File: src/rtl/serial_pkg.sv
// Shared state type, line levels and counter-width helper for the serial transmitter.
package serial_pkg;

  typedef enum logic [1:0] {IDLE, START, DATA, STOP} tx_state_t;

  localparam logic TX_IDLE_LEVEL = 1'b1;
  localparam logic START_LEVEL   = 1'b0;
  localparam logic STOP_LEVEL    = 1'b1;

  function automatic int clog2(input int value);
    int result;
    result = 0;
    while ((1 << result) < value) result++;
    return result;
  endfunction

endpackage

File: src/rtl/bit_timer.sv
// Down-counter that measures one bit period; Done marks the final cycle of the period.
module bit_timer
  import serial_pkg::*;
#(
  parameter int CLKS_PER_BIT = 4
) (
  input  logic Clk,
  input  logic Resetn,
  input  logic Load,
  output logic Done
);

  localparam int CNT_W = clog2(CLKS_PER_BIT) + 1;
  localparam logic [CNT_W-1:0] RELOAD = CNT_W'(CLKS_PER_BIT - 1);

  logic [CNT_W-1:0] count;

  // Load lands on the edge that starts a bit, so the first cycle of a bit already sees RELOAD.
  always_ff @(posedge Clk) begin
    if (!Resetn) begin
      count <= '0;
    end else if (Load) begin
      count <= RELOAD;
    end else if (count != '0) begin
      count <= count - CNT_W'(1);
    end
  end

  assign Done = (count == '0);

endmodule

File: src/rtl/serial_tx.sv
// Framed LSB-first serial transmitter: start bit, DATA_W data bits, STOP_BITS stop bits.
module serial_tx
  import serial_pkg::*;
#(
  parameter int DATA_W       = 8,
  parameter int CLKS_PER_BIT = 4,
  parameter int STOP_BITS    = 1
) (
  input  logic              Clk,
  input  logic              Resetn,
  input  logic [DATA_W-1:0] Data,
  input  logic              Valid,
  output logic              Ready,
  output logic              Tx,
  output logic              Busy
);

  localparam int IDX_W  = clog2(DATA_W) + 1;
  localparam int STOP_W = clog2(STOP_BITS) + 1;
  localparam logic [IDX_W-1:0]  LAST_IDX  = IDX_W'(DATA_W - 1);
  localparam logic [STOP_W-1:0] LAST_STOP = STOP_W'(STOP_BITS - 1);

  tx_state_t         state;
  tx_state_t         state_next;
  logic [DATA_W-1:0] shift_reg;
  logic [IDX_W-1:0]  bit_idx;
  logic [STOP_W-1:0] stop_cnt;
  logic              accept;
  logic              load;
  logic              bit_done;

  bit_timer #(
    .CLKS_PER_BIT(CLKS_PER_BIT)
  ) u_bit_timer (
    .Clk   (Clk),
    .Resetn(Resetn),
    .Load  (load),
    .Done  (bit_done)
  );

  always_ff @(posedge Clk) begin
    if (!Resetn) begin
      state <= IDLE;
    end else begin
      state <= state_next;
    end
  end

  // The timer is reloaded on every edge that enters a new bit; leaving STOP for IDLE needs no reload.
  always_comb begin
    state_next = state;
    load       = 1'b0;
    accept     = 1'b0;
    case (state)
      IDLE: begin
        if (Valid) begin
          accept     = 1'b1;
          load       = 1'b1;
          state_next = START;
        end
      end
      START: begin
        if (bit_done) begin
          load       = 1'b1;
          state_next = DATA;
        end
      end
      DATA: begin
        if (bit_done) begin
          load = 1'b1;
          if (bit_idx == LAST_IDX) state_next = STOP;
        end
      end
      STOP: begin
        if (bit_done) begin
          if (stop_cnt == LAST_STOP) state_next = IDLE;
          else load = 1'b1;
        end
      end
      default: state_next = IDLE;
    endcase
  end

  always_ff @(posedge Clk) begin
    if (!Resetn) begin
      shift_reg <= '0;
      bit_idx   <= '0;
      stop_cnt  <= '0;
    end else if (accept) begin
      shift_reg <= Data;
      bit_idx   <= '0;
      stop_cnt  <= '0;
    end else if (bit_done) begin
      if (state == DATA) begin
        shift_reg <= shift_reg >> 1;
        bit_idx   <= bit_idx + IDX_W'(1);
      end
      if (state == STOP) begin
        stop_cnt <= stop_cnt + STOP_W'(1);
      end
    end
  end

  always_comb begin
    Tx = TX_IDLE_LEVEL;
    case (state)
      START:   Tx = START_LEVEL;
      DATA:    Tx = shift_reg[0];
      STOP:    Tx = STOP_LEVEL;
      default: Tx = TX_IDLE_LEVEL;
    endcase
  end

  assign Ready = (state == IDLE);
  assign Busy  = (state != IDLE);

endmodule

File: config.mk
export PLATFORM = sky130hd
export DESIGN_NAME = serial_tx
export DESIGN_NICKNAME = d
export VERILOG_FILES = /design/src/rtl/serial_pkg.sv /design/src/rtl/bit_timer.sv /design/src/rtl/serial_tx.sv
export SDC_FILE = /design/constraint.sdc
export NUM_CORES = 1
export LEC_CHECK = 0
export CAP_MARGIN = 15
export CORE_MARGIN = 3
export CORE_UTILIZATION = 57
export CTS_CLUSTER_DIAMETER = 40
export DETAILED_ROUTE_END_ITERATION = 16
export PLACE_DENSITY = 0.83
export SETUP_SLACK_MARGIN = 0.2
export SYNTH_ARGS = -nofsm -noshare
export SYNTH_HDL_FRONTEND = slang
export SYNTH_SLANG_ARGS = --single-unit
File: constraint.sdc
create_clock -name Clk -period 2.4 [get_ports Clk]
set_clock_uncertainty 0.1 [all_clocks]
set_input_delay 0.24 -clock Clk [delete_from_list [all_inputs] [get_ports Clk]]
set_output_delay 0.24 -clock Clk [all_outputs]
set_load 0.005 [all_outputs]
After elaboration in Yosys (flattened, before gate mapping)
Cells that the tools add are included.
{"block": "totals", "output_inout_bits": 3, "register_bits": 18}
{"block": "classes", "n_reduce_logical": 14, "bitwise_logic": 1, "n_mux": 19, "n_eq_ne": 10, "n_addsub": 3}
{"operator": "$mux W8", "n": 3}
{"operator": "$mux W2", "n": 8}
{"operator": "$ne A2 B2 Y1 const B", "n": 6}
{"operator": "$pmux W2 S4", "n": 1}
{"operator": "$reduce_bool A2 Y1", "n": 4}
{"operator": "$reduce_and A2 Y1", "n": 3}
{"operator": "$reduce_and A6 Y1", "n": 1}
{"operator": "$reduce_or A2 Y1", "n": 3}
{"operator": "$mux W1", "n": 5}
{"operator": "$add A4 B1 Y4 const B", "n": 1}
{"operator": "$eq A2 B2 Y1 const B", "n": 2}
{"operator": "$eq A4 B3 Y1 const B", "n": 1}
{"operator": "$logic_not A3 Y1", "n": 1}
{"operator": "$pmux W1 S3", "n": 1}
{"operator": "$reduce_bool A3 Y1", "n": 1}
{"operator": "$sub A3 B1 Y3 const B", "n": 1}
{"operator": "$eq A2 B1 Y1 const B", "n": 1}
{"operator": "$logic_not A2 Y1", "n": 1}
{"operator": "$pmux W1 S2", "n": 1}
{"operator": "$add A1 B1 Y1 const B", "n": 1}
{"operator": "$not A1 Y1", "n": 1}

Logic depth before layout (Yosys ltp)
{"block": "logic_depth", "ltp_word": 4, "ltp_mapped": 8}

Hierarchy
Synthesis repeated with hierarchy kept, for this count alone.
{"block": "unflattened", "hier_cells": 114, "area_unflattened_um2": 997.2}
{"mod": "serial_tx", "area_per_inst_um2": 818.3, "n_inst": 1, "seq_area_each_um2": 300.3, "cells_each": 96}
{"mod": "bit_timer", "area_per_inst_um2": 178.9, "n_inst": 1, "seq_area_each_um2": 60.1, "cells_each": 18}

Least setup slack after synthesis
No wires, ideal clock.
{"block": "synth_timing", "path_type": "flip-flop to flip-flop", "from": "register state[0]", "to": "register shift_reg[0]", "stages_incl_launch_ff": 8, "path_buffers": 2, "slack_ns": 0.825, "setup_time_ns": 0.116, "period_less_slack_ns": 1.575, "arrival_ns": 1.359, "path_cell_list": "dfxtp_1 > inv_1 > ha_1 > buf_6 > nand2_2 > nand2_2 > buf_8 > o211a_1"}
{"block": "synth_via", "elab_chain_cells": 4}
{"element": "start, declared", "line_no": "serial_tx.sv:23", "rtl": "tx_state_t state;"}
{"element": "start signal, assigned", "line_no": "serial_tx.sv:45", "rtl": "state <= state_next;"}
{"element": "$logic_not A2 Y1 *"}
{"element": "via Ready", "line_no": "serial_tx.sv:13", "rtl": "output logic Ready,"}
{"element": "$mux W1 *", "line_no": "serial_tx.sv:54", "rtl": "case (state)"}
{"element": "$reduce_bool A2 Y1 (no source line)"}
{"element": "$reduce_and A2 Y1 (no source line)"}
{"element": "end signal, assigned", "line_no": "serial_tx.sv:90", "rtl": "shift_reg <= Data;"}
{"element": "end signal, assigned", "line_no": "serial_tx.sv:95", "rtl": "shift_reg <= shift_reg >> 1;"}
{"element": "end, declared", "line_no": "serial_tx.sv:25", "rtl": "logic [DATA_W-1:0] shift_reg;"}
The timed path passes the listed nets; every way through them passes the cells marked *.
A chain may end at the register's enable or synchronous reset.

Worst setup path in the final report
{"block": "layout_timing", "from": "register state[0]", "to": "output Tx"}
{"block": "layout_via", "elab_chain_cells": 2}
{"element": "$eq A2 B2 Y1 / $eq A2 B1 Y1 (equally long branches)", "line_no": "serial_tx.sv:106", "rtl": "case (state)"}
{"element": "$pmux W1 S2 *", "line_no": "serial_tx.sv:106"}
{"element": "end, declared", "line_no": "serial_tx.sv:14", "rtl": "output logic Tx,"}
Mark *: on every way between the ends. The rest lies on a longest branch, timed or not.

==> results.yml <==
yosys:
  ys_seq_area_share_pct: 35.4
  syn_inst: 112
  synth.most_common_cell: "dfxtp_1"
  syn-num-nets: 131
  synth-edff-count: 0
  synth-seq-cells: 18
  netlist_top_cells_area: "dfxtp_1 35%, ha_1 9.8%, o211a_1 6.9%, nand3_1 6.4%, nand2_1 6.3%"
  synth_top_area_share_pct: 35.4
  yosysTopAreaCell: "dfxtp_1"
  ys.warnings.count: 0
  postSynthAreaPerCell_um2: 9.09
  synth.distinct_cells: 31
  syn_area_um2: 1020
  synthTopCellsByCount: "18 x dfxtp_1, 17 x nand2_1, 13 x nand3_1, 8 x ha_1, 7 x o211a_1"
  yosys_most_used_dff: "dfxtp_1"
  ys_async_sr_fraction_pct: 0
sta:
  fin_ws_ns: 0.285
  tightest_slew_ns: 0.545
  rsz0062_at_grt: "yes"
  fmax_ghz: 0.473
  slew_headroom_pct: 63.6
  min_period_over_period_pct: 88.1
  setup_viol_count_final: 0
  hold_violations: 0
  period_minus_slack_ns: 2.12
  finalSetupTns_ns: 0
  maxSlewViolCount: 0
finish:
  largest_register_ffs: 8
  drive_gt1_share_pct: 14.3
  finalInstanceArea_um2: 1200
  nets: 146
  n_antenna_cell: 0
  area_delta_synth_final_pct: 17.7
  fill_cells: 119
min_path:
  holdPathStages: 2
  min_path_type: "reg -> reg"
  hold_path_startpoint: "shift_reg[7]"
pwr:
  ir_drop_uv: 671
  finalPower_mw: 1.39
  power.density_nw_per_um2: 1160
  p_leak_nw: 0.537
critical_path:
  critPathLaunch: "state[0]"
  crit_slowest_cell: "clkdlybuf4s50_1"
  cp_num_cells: 4
  crit_family: "buffers and inverters"
  r2r_start: "state[0]"
  crit_chain: "inv_1 > ha_4 > mux2i_1 > clkdlybuf4s50_1"
  r2r_cells: 6
  crit_path_end_kind: "output port"
  slowest_delay_ns: 0.53
  r2r_slack_ns: 0.66
  arrival_ns: 1.78
  worst_setup_path_start_kind: "flop"
  cp_data_required_time_ns: 2.06
  crit_fanout: 6
  crit_type: "reg -> out"
  path_buf_inv: 2
floorplan:
  die_w_um: 48.3
  rows: 14
  dieHeight_um: 48.3
  dieArea_um2: 2330
  io_pins: 14
  start_util_pct: 63.9
  core_um2: 1590
place:
  port_buffers: 13
  place_ws_ns: 0.557
  place_congestion: 0.855
  placedInstanceArea_um2: 1150
  dpl.hpwl_mm: 1.38
detailed_routing:
  drc_errors: 0
  drt_iter0_drc: 18
  vias: 799
  dr.pass1.iters: 4
  drt_wl_total_mm: 1.95
  drtAntennaViolNets: 0
  vias_per_cell: 5.33
  wl_per_cell_um: 13.0
cts:
  clk_pin_slew_ns: 0.10
  cts-buffers-inserted: 3
  htree_num_levels: 1
  cts_tree: "done"
  clock_latency_ns: 0.30
  clockBufferDepth: 2
  cts-root-buf: "clkbuf_4"
  clock_sinks: 18
global_route:
  grt_max_degree: 17
  grt_usage_pct: 19.0
  grt_antenna_before_repair: 0
  grt_pass1_vias: 734
  grt_pass1_wl_mm: 3.08
  grt_overflow_total: 0
outcome:
  status: "complete, no violations"
flow_run:
  max-cap-violations: 0
[path summary, 6_finish.rpt]
check | endpoint
hold / removal | shift_reg[7]
setup reg to reg | shift_reg[4]
hold reg to reg | shift_reg[7]
setup / recovery | Tx
[layout by cell type (no fill, tap or decap), types with 6 or more instances in the layout]
master,Yosys,routed
dfxtp_1,18,18
nand2_1,17,17
nand3_1,13,13
clkdlybuf4s50_1,0,13
o211a_1,7,7
inv_1,6,6
nor2_1,6,6
ha_1,8,6
[worst min-delay path, cell delays in order (launching register included)]
cell and delay [ns]:
dfxtp_1 0.33, nand3_1 0.06, a21boi_1 0.06
[report_power, final]
part | total, mW | switching, mW | internal, mW
combinational | 0.747 | 0.391 | 0.356
sequential | 0.454 | 0.0656 | 0.388
clock | 0.190 | 0.0974 | 0.0927
[stage by stage]
| step | hold WS (ns) | util, % | cells |
|---|---|---|---|
| after floorplan | 0.286 | - | 112 |
| after global placement | 0.355 | 72.0 | 146 |
| after detailed placement | 0.383 | 72.0 | 146 |
| after CTS | 0.398 | 74.4 | 150 |
| after global routing | 0.417 | 75.2 | 150 |
| final | 0.393 | 75.2 | 150 |
[layer usage]
metal / GRT usage (%) / up-vias / part of all wire (%)
met1: 22.3 / 369 / 46
met4: 8.06 / 0 / 1.4
met5: 0 / - / 0
li1: - / 413 / -
met2: 31.5 / 14 / 47
met3: 5.90 / 3 / 5.4
[repair_timing]
item	in CTS	in global routing
resized for setup	1	2
hold buffers	0	0
setup buffers	0	0
setup endpoints to repair	1	3
[kinds of logic after synthesis]
logic type	count (synthesis)	share of synthesized area, %
XOR/XNOR	5	4.30
buffers and inverters	10	6.02
adder cells (fa/ha/maj)	8	9.83
flip-flops	18	35.4
AO/OA/AOI/OAI	18	15.1
multiplexers	3	2.95
AND/OR/NAND/NOR	50	26.4
[cell type report]
class                   instances  area, µm²  share of cell area [%]
repair buffers                 14        138                    11.5
flip-flops and latches         18        360                    30.1
well taps                      24       30.0                    2.51
inverters                       6       22.5                    1.88
multi-input cells              84        612                    51.0
clock buffers                   4       36.3                    3.03
Note: power is estimated with default switching activity, not from simulation.
